===== src/rtl/riscv_wb_rf.sv =====
// Writeback stage and register file with a per-register pending-write scoreboard.
// x0 is hardwired to zero; reads are combinational with optional same-cycle writeback bypass.
module riscv_wb_rf #(
    parameter int XLEN   = 32,
    parameter int REGN   = 32,
    parameter int NRD    = 2,
    parameter int BYPASS = 1,
    localparam int REGA  = $clog2(REGN)
) (
    input  logic                 clk,
    input  logic                 rst,
    input  logic                 wb_valid,
    input  logic [REGA-1:0]      wb_rd,
    input  logic [XLEN-1:0]      exdata,
    input  logic [XLEN-1:0]      memdata,
    input  logic                 memfetch,
    input  logic                 iss_valid,
    input  logic [REGA-1:0]      iss_rd,
    output logic                 iss_ready,
    input  logic [NRD*REGA-1:0]  rs_addr,
    output logic [NRD*XLEN-1:0]  rs_data,
    output logic [NRD-1:0]       rs_busy,
    output logic [REGN-1:0]      busy_vec,
    output logic                 write_on_zero
);

    logic [XLEN-1:0] regs_r [REGN];
    logic [REGN-1:0] busy_r;
    logic            woz_r;

    logic [XLEN-1:0] wb_data_s;
    logic            wb_clear_s;
    logic            iss_ready_s;
    logic            iss_fire_s;

    assign wb_data_s  = memfetch ? memdata : exdata;
    assign wb_clear_s = wb_valid && (wb_rd != {REGA{1'b0}});
    assign iss_fire_s = iss_valid && iss_ready_s && (iss_rd != {REGA{1'b0}});

    // Claim acceptance: a busy slot being retired this very cycle may be reclaimed.
    always_comb begin
        iss_ready_s = 1'b0;
        if (iss_rd == {REGA{1'b0}}) begin
            iss_ready_s = 1'b1;
        end else if (!busy_r[iss_rd]) begin
            iss_ready_s = 1'b1;
        end else if (wb_clear_s && (wb_rd == iss_rd)) begin
            iss_ready_s = 1'b1;
        end else begin
            iss_ready_s = 1'b0;
        end
    end

    // Register array, scoreboard and x0-write flag; set is applied after clear so a new claim wins.
    always_ff @(posedge clk) begin
        if (rst) begin
            for (int r = 0; r < REGN; r++) begin
                regs_r[r] <= {XLEN{1'b0}};
            end
            busy_r <= {REGN{1'b0}};
            woz_r  <= 1'b0;
        end else begin
            woz_r <= wb_valid && (wb_rd == {REGA{1'b0}});
            if (wb_clear_s) begin
                regs_r[wb_rd] <= wb_data_s;
                busy_r[wb_rd] <= 1'b0;
            end
            if (iss_fire_s) begin
                busy_r[iss_rd] <= 1'b1;
            end
        end
    end

    for (genvar g = 0; g < NRD; g++) begin : g_rd
        logic [REGA-1:0] addr_s;
        logic [XLEN-1:0] data_s;
        logic            busy_s;

        assign addr_s = rs_addr[g*REGA +: REGA];

        // Per-port read resolution: x0, then bypass, then array plus scoreboard.
        always_comb begin
            data_s = {XLEN{1'b0}};
            busy_s = 1'b0;
            if (addr_s == {REGA{1'b0}}) begin
                data_s = {XLEN{1'b0}};
                busy_s = 1'b0;
            end else if ((BYPASS != 0) && wb_valid && (wb_rd == addr_s)) begin
                data_s = wb_data_s;
                busy_s = 1'b0;
            end else begin
                data_s = regs_r[addr_s];
                busy_s = busy_r[addr_s];
            end
        end

        assign rs_data[g*XLEN +: XLEN] = data_s;
        assign rs_busy[g]              = busy_s;
    end

    assign iss_ready     = iss_ready_s;
    assign busy_vec      = busy_r;
    assign write_on_zero = woz_r;

endmodule


===== config.mk =====
export PLATFORM = sky130hd
export DESIGN_NAME = riscv_wb_rf
export DESIGN_NICKNAME = d
export VERILOG_FILES = /design/src/rtl/riscv_wb_rf.sv
export SDC_FILE = /design/constraint.sdc
export NUM_CORES = 2
export LEC_CHECK = 0
export ABC_CLOCK_PERIOD_IN_PS = 5970
export CORE_AREA = 8 8 328 362
export DETAILED_ROUTE_END_ITERATION = 6
export DIE_AREA = 0 0 336 370
export PLACE_DENSITY = 0.67
export SYNTH_ARGS = -nofsm -noshare
export SYNTH_HDL_FRONTEND = slang
export SYNTH_SLANG_ARGS = --single-unit

===== constraint.sdc =====
create_clock -name clk -period 5.97 [get_ports clk]
set_input_delay 1.791 -clock clk [delete_from_list [all_inputs] [get_ports clk]]
set_output_delay 1.791 -clock clk [all_outputs]
set_load 0.02 [all_outputs]

==> results.json <==
{
  "yosysTopAreaCell": "edfxtp_1",
  "vias_per_cell": 7.11,
  "synth_seq_cells": 1057,
  "vias": 44598,
  "yosysTopAreaCellShare_pct": 55.0,
  "async_flop_share_pct": 0,
  "worstMarginPinSlew_ps": 1290,
  "dieWidth_microns": 336,
  "layout_setup_ws_ps": -35.9,
  "crit_type": "input pin to primary output",
  "cts_root_buf": "clkbuf_16",
  "whs_ps": 555,
  "drt_wl_total_mm": 235,
  "layout-drive-gt1-share_pct": 28.9,
  "portBuffers": 188,
  "synth_ff_type": "edfxtp_1",
  "path_clk_slew_ps": 70,
  "hold_violations": 0,
  "gp_congestion": 0.958,
  "synth.avg_cell_area_sq_um": 13.3,
  "grt_first_pass_wirelength_mm": 324,
  "grt_max_degree": 51,
  "synth_edf_count": 1024,
  "post-route-period-util_pct": 101,
  "place_ws_ps": -867,
  "drc_errors": 0,
  "slew_headroom_pct": 13.9,
  "wl_per_cell_microns": 37.5,
  "finClkSkew_ps": 11.7,
  "final_nets": 4743,
  "cp.required_ps": 4180,
  "cts_tree": "done",
  "outcome": "finished, violations left",
  "p_leak_nw": 24.8,
  "cp-start-kind": "input pin",
  "cts-hold-fix-buffers": 0,
  "yosys-top-cells-area": "edfxtp_1 (55%), mux4_2 (18%), nor2_1 (7.3%)",
  "grt_overflow": 0,
  "core_area_sq_mm": 0.113,
  "synth_cell_types": 62,
  "ir_drop_v": 0.000226,
  "antenna_found_initial": 12,
  "htreeDepth": 3,
  "cts_buffers": 109,
  "setup_viol": 3,
  "yosysWarningCount": 0,
  "failed_checks": "setup timing",
  "p_total_mw": 18.8,
  "clk_latency_ps": 690,
  "yosysSeqAreaShare_pct": 56.2,
  "initial_core_util_pct": 49.4,
  "drt_iter0_drc": 7961,
  "first_global_vias": 43673,
  "cp_max_fo": 10,
  "first_pass_iters": 6,
  "ant_nets": 0,
  "fp-row-count": 130,
  "layout_min_cycle_time_ps": 6010,
  "powerDensity_mw_per_mm2": 279,
  "cts_sinks": 1057,
  "grt_use_total_pct": 36.9,
  "arrival_ps": 4210,
  "maxCapViolations": 0,
  "rsz0062_at_grt": "true",
  "cp-end-kind": "primary output",
  "fill_cells": 8763,
  "area_growth_pct": 20.9,
  "io_pins": 189,
  "place_area_sq_mm": 0.0635,
  "dieArea_sq_mm": 0.124,
  "fmax_mhz": 167,
  "finalMaxSlewViolations": 0,
  "netlist_area_sq_mm": 0.0559,
  "dp_hpwl_mm": 150,
  "syn_inst": 4189,
  "die_y_microns": 370,
  "hold_class": "register to register",
  "final_area_sq_mm": 0.0675,
  "clock_path_buffers": 3
}
-- worst paths after layout --
kind | cells past startpoint | end | start | slack, ps
worst max-delay path | 9 | rs_data[52] | rs_addr[5] | -40
worst min-delay path | 1 | busy_vec[0] | busy_vec[0] | 560
worst max register to register | 7 | busy_vec[14] | busy_vec[9] | 3690
worst min register to register | 1 | busy_vec[0] | busy_vec[0] | 560
-- flip-flops by register name (all words and copies together) (netlist names) --
register       flops
busy_vec          32
regs_r          1024
write_on_zero      1
-- cell usage after synthesis (14+ instances only) --
cell type / count
o21ai_0: 23
nor3_1: 45
nand3_1: 17
nor2b_1: 17
a211oi_1: 73
buf_6: 32
nand2_1: 158
dfxtp_1: 33
o211ai_1: 19
buf_4: 25
and2_1: 14
a22o_1: 32
mux4_2: 435
o22ai_1: 27
a221oi_1: 59
edfxtp_1: 1024
inv_1: 37
nor2_1: 1089
a31oi_1: 29
a22oi_1: 27
o21ai_1: 29
clkbuf_1: 304
o31ai_1: 23
a21oi_1: 103
mux2i_1: 296
buf_2: 61
-- critical path, stage by stage --
cell and delay [ps]:
buf_16 150, buf_4 160, buf_8 180, mux4_2 530, mux4_2 580, o22ai_1 350, buf_4 210, a211oi_4 50
buf_4 170
-- layer usage --
metal  share of wire [%]  vias up  track usage, %  wire (microns)
li1                    -    16877               -               -
met2                  45     4485            56.4          105000
met5               0.043        -               0             100
met3                  15     1262            11.0           34900
met1                  31    21960            44.3           73600
met4                 9.2       14            27.0           21700
-- area by class of cell --
cell class / instances / area, sq um / share of cell area [%]
Sequential cell: 1057 / 31400 / 46.5
Antenna cell: 8 / 20.0 / 0.0296
Clock inverter: 68 / 663 / 0.982
Inverter: 40 / 150 / 0.222
Tap cell: 1518 / 1900 / 2.81
Clock buffer: 133 / 2880 / 4.27
Timing Repair Buffer: 768 / 7550 / 11.2
Multi-Input combinational cell: 2678 / 23000 / 34.0
-- stage by stage --
step	cells	setup TNS, ps	util (%)
floorplan	4220	0	-
global placement	6045	-27670	56.1
detailed placement	6045	-26190	56.1
CTS	6257	0	59.5
global route	6262	-24.6	59.7
finish	6270	-57.1	59.7
-- report_power, final --
group | total [mW] | internal [mW] | switching [mW]
logic | 3.08 | 1.29 | 1.80
clock network | 6.97 | 3.94 | 3.03
registers | 8.77 | 8.55 | 0.222
total | 18.8 | 13.8 | 5.05
-- placed cells by master, fill, tap and decap left out, drive strengths merged, types with 13 or more instances in the layout --
| master | count |
|---|---|
| nor2 | 1089 |
| edfxtp | 1024 |
| buf | 604 |
| mux4 | 435 |
| mux2i | 296 |
| nand2 | 158 |
| clkbuf | 137 |
| clkdlybuf4s50 | 104 |
| a21oi | 103 |
| a211oi | 74 |
| a221oi | 61 |
| o21ai | 52 |
| clkinv | 50 |
| nor3 | 45 |
| inv | 42 |
| dlygate4sd2 | 41 |
| dfxtp | 33 |
| a22o | 32 |
| conb | 32 |
| a31oi | 29 |
| a22oi | 27 |
| o22ai | 27 |
| o31ai | 23 |
| o211ai | 19 |
| nor2b | 17 |
| nand3 | 17 |
| and2 | 14 |
| mux2 | 13 |
| nand2b | 13 |
-- repair_timing --
action,in CTS,in global routing
cloned,2,1
setup endpoints to repair,65,34
gates resized for setup,135,46
buffers inserted,9,4
pin swaps,7,5
-- kinds of logic after synthesis --
| group | Yosys count | synth area share, % |
|---|---|---|
| compound gates | 495 | 6.17 |
| xor+xnor | 14 | 0.219 |
| buf+inv | 485 | 4.33 |
| flops | 1057 | 56.2 |
| mux | 744 | 23.1 |
| other cells | 1 | 0.00671 |
| simple gates | 1393 | 9.96 |
(Power assumes the default switching activity.)
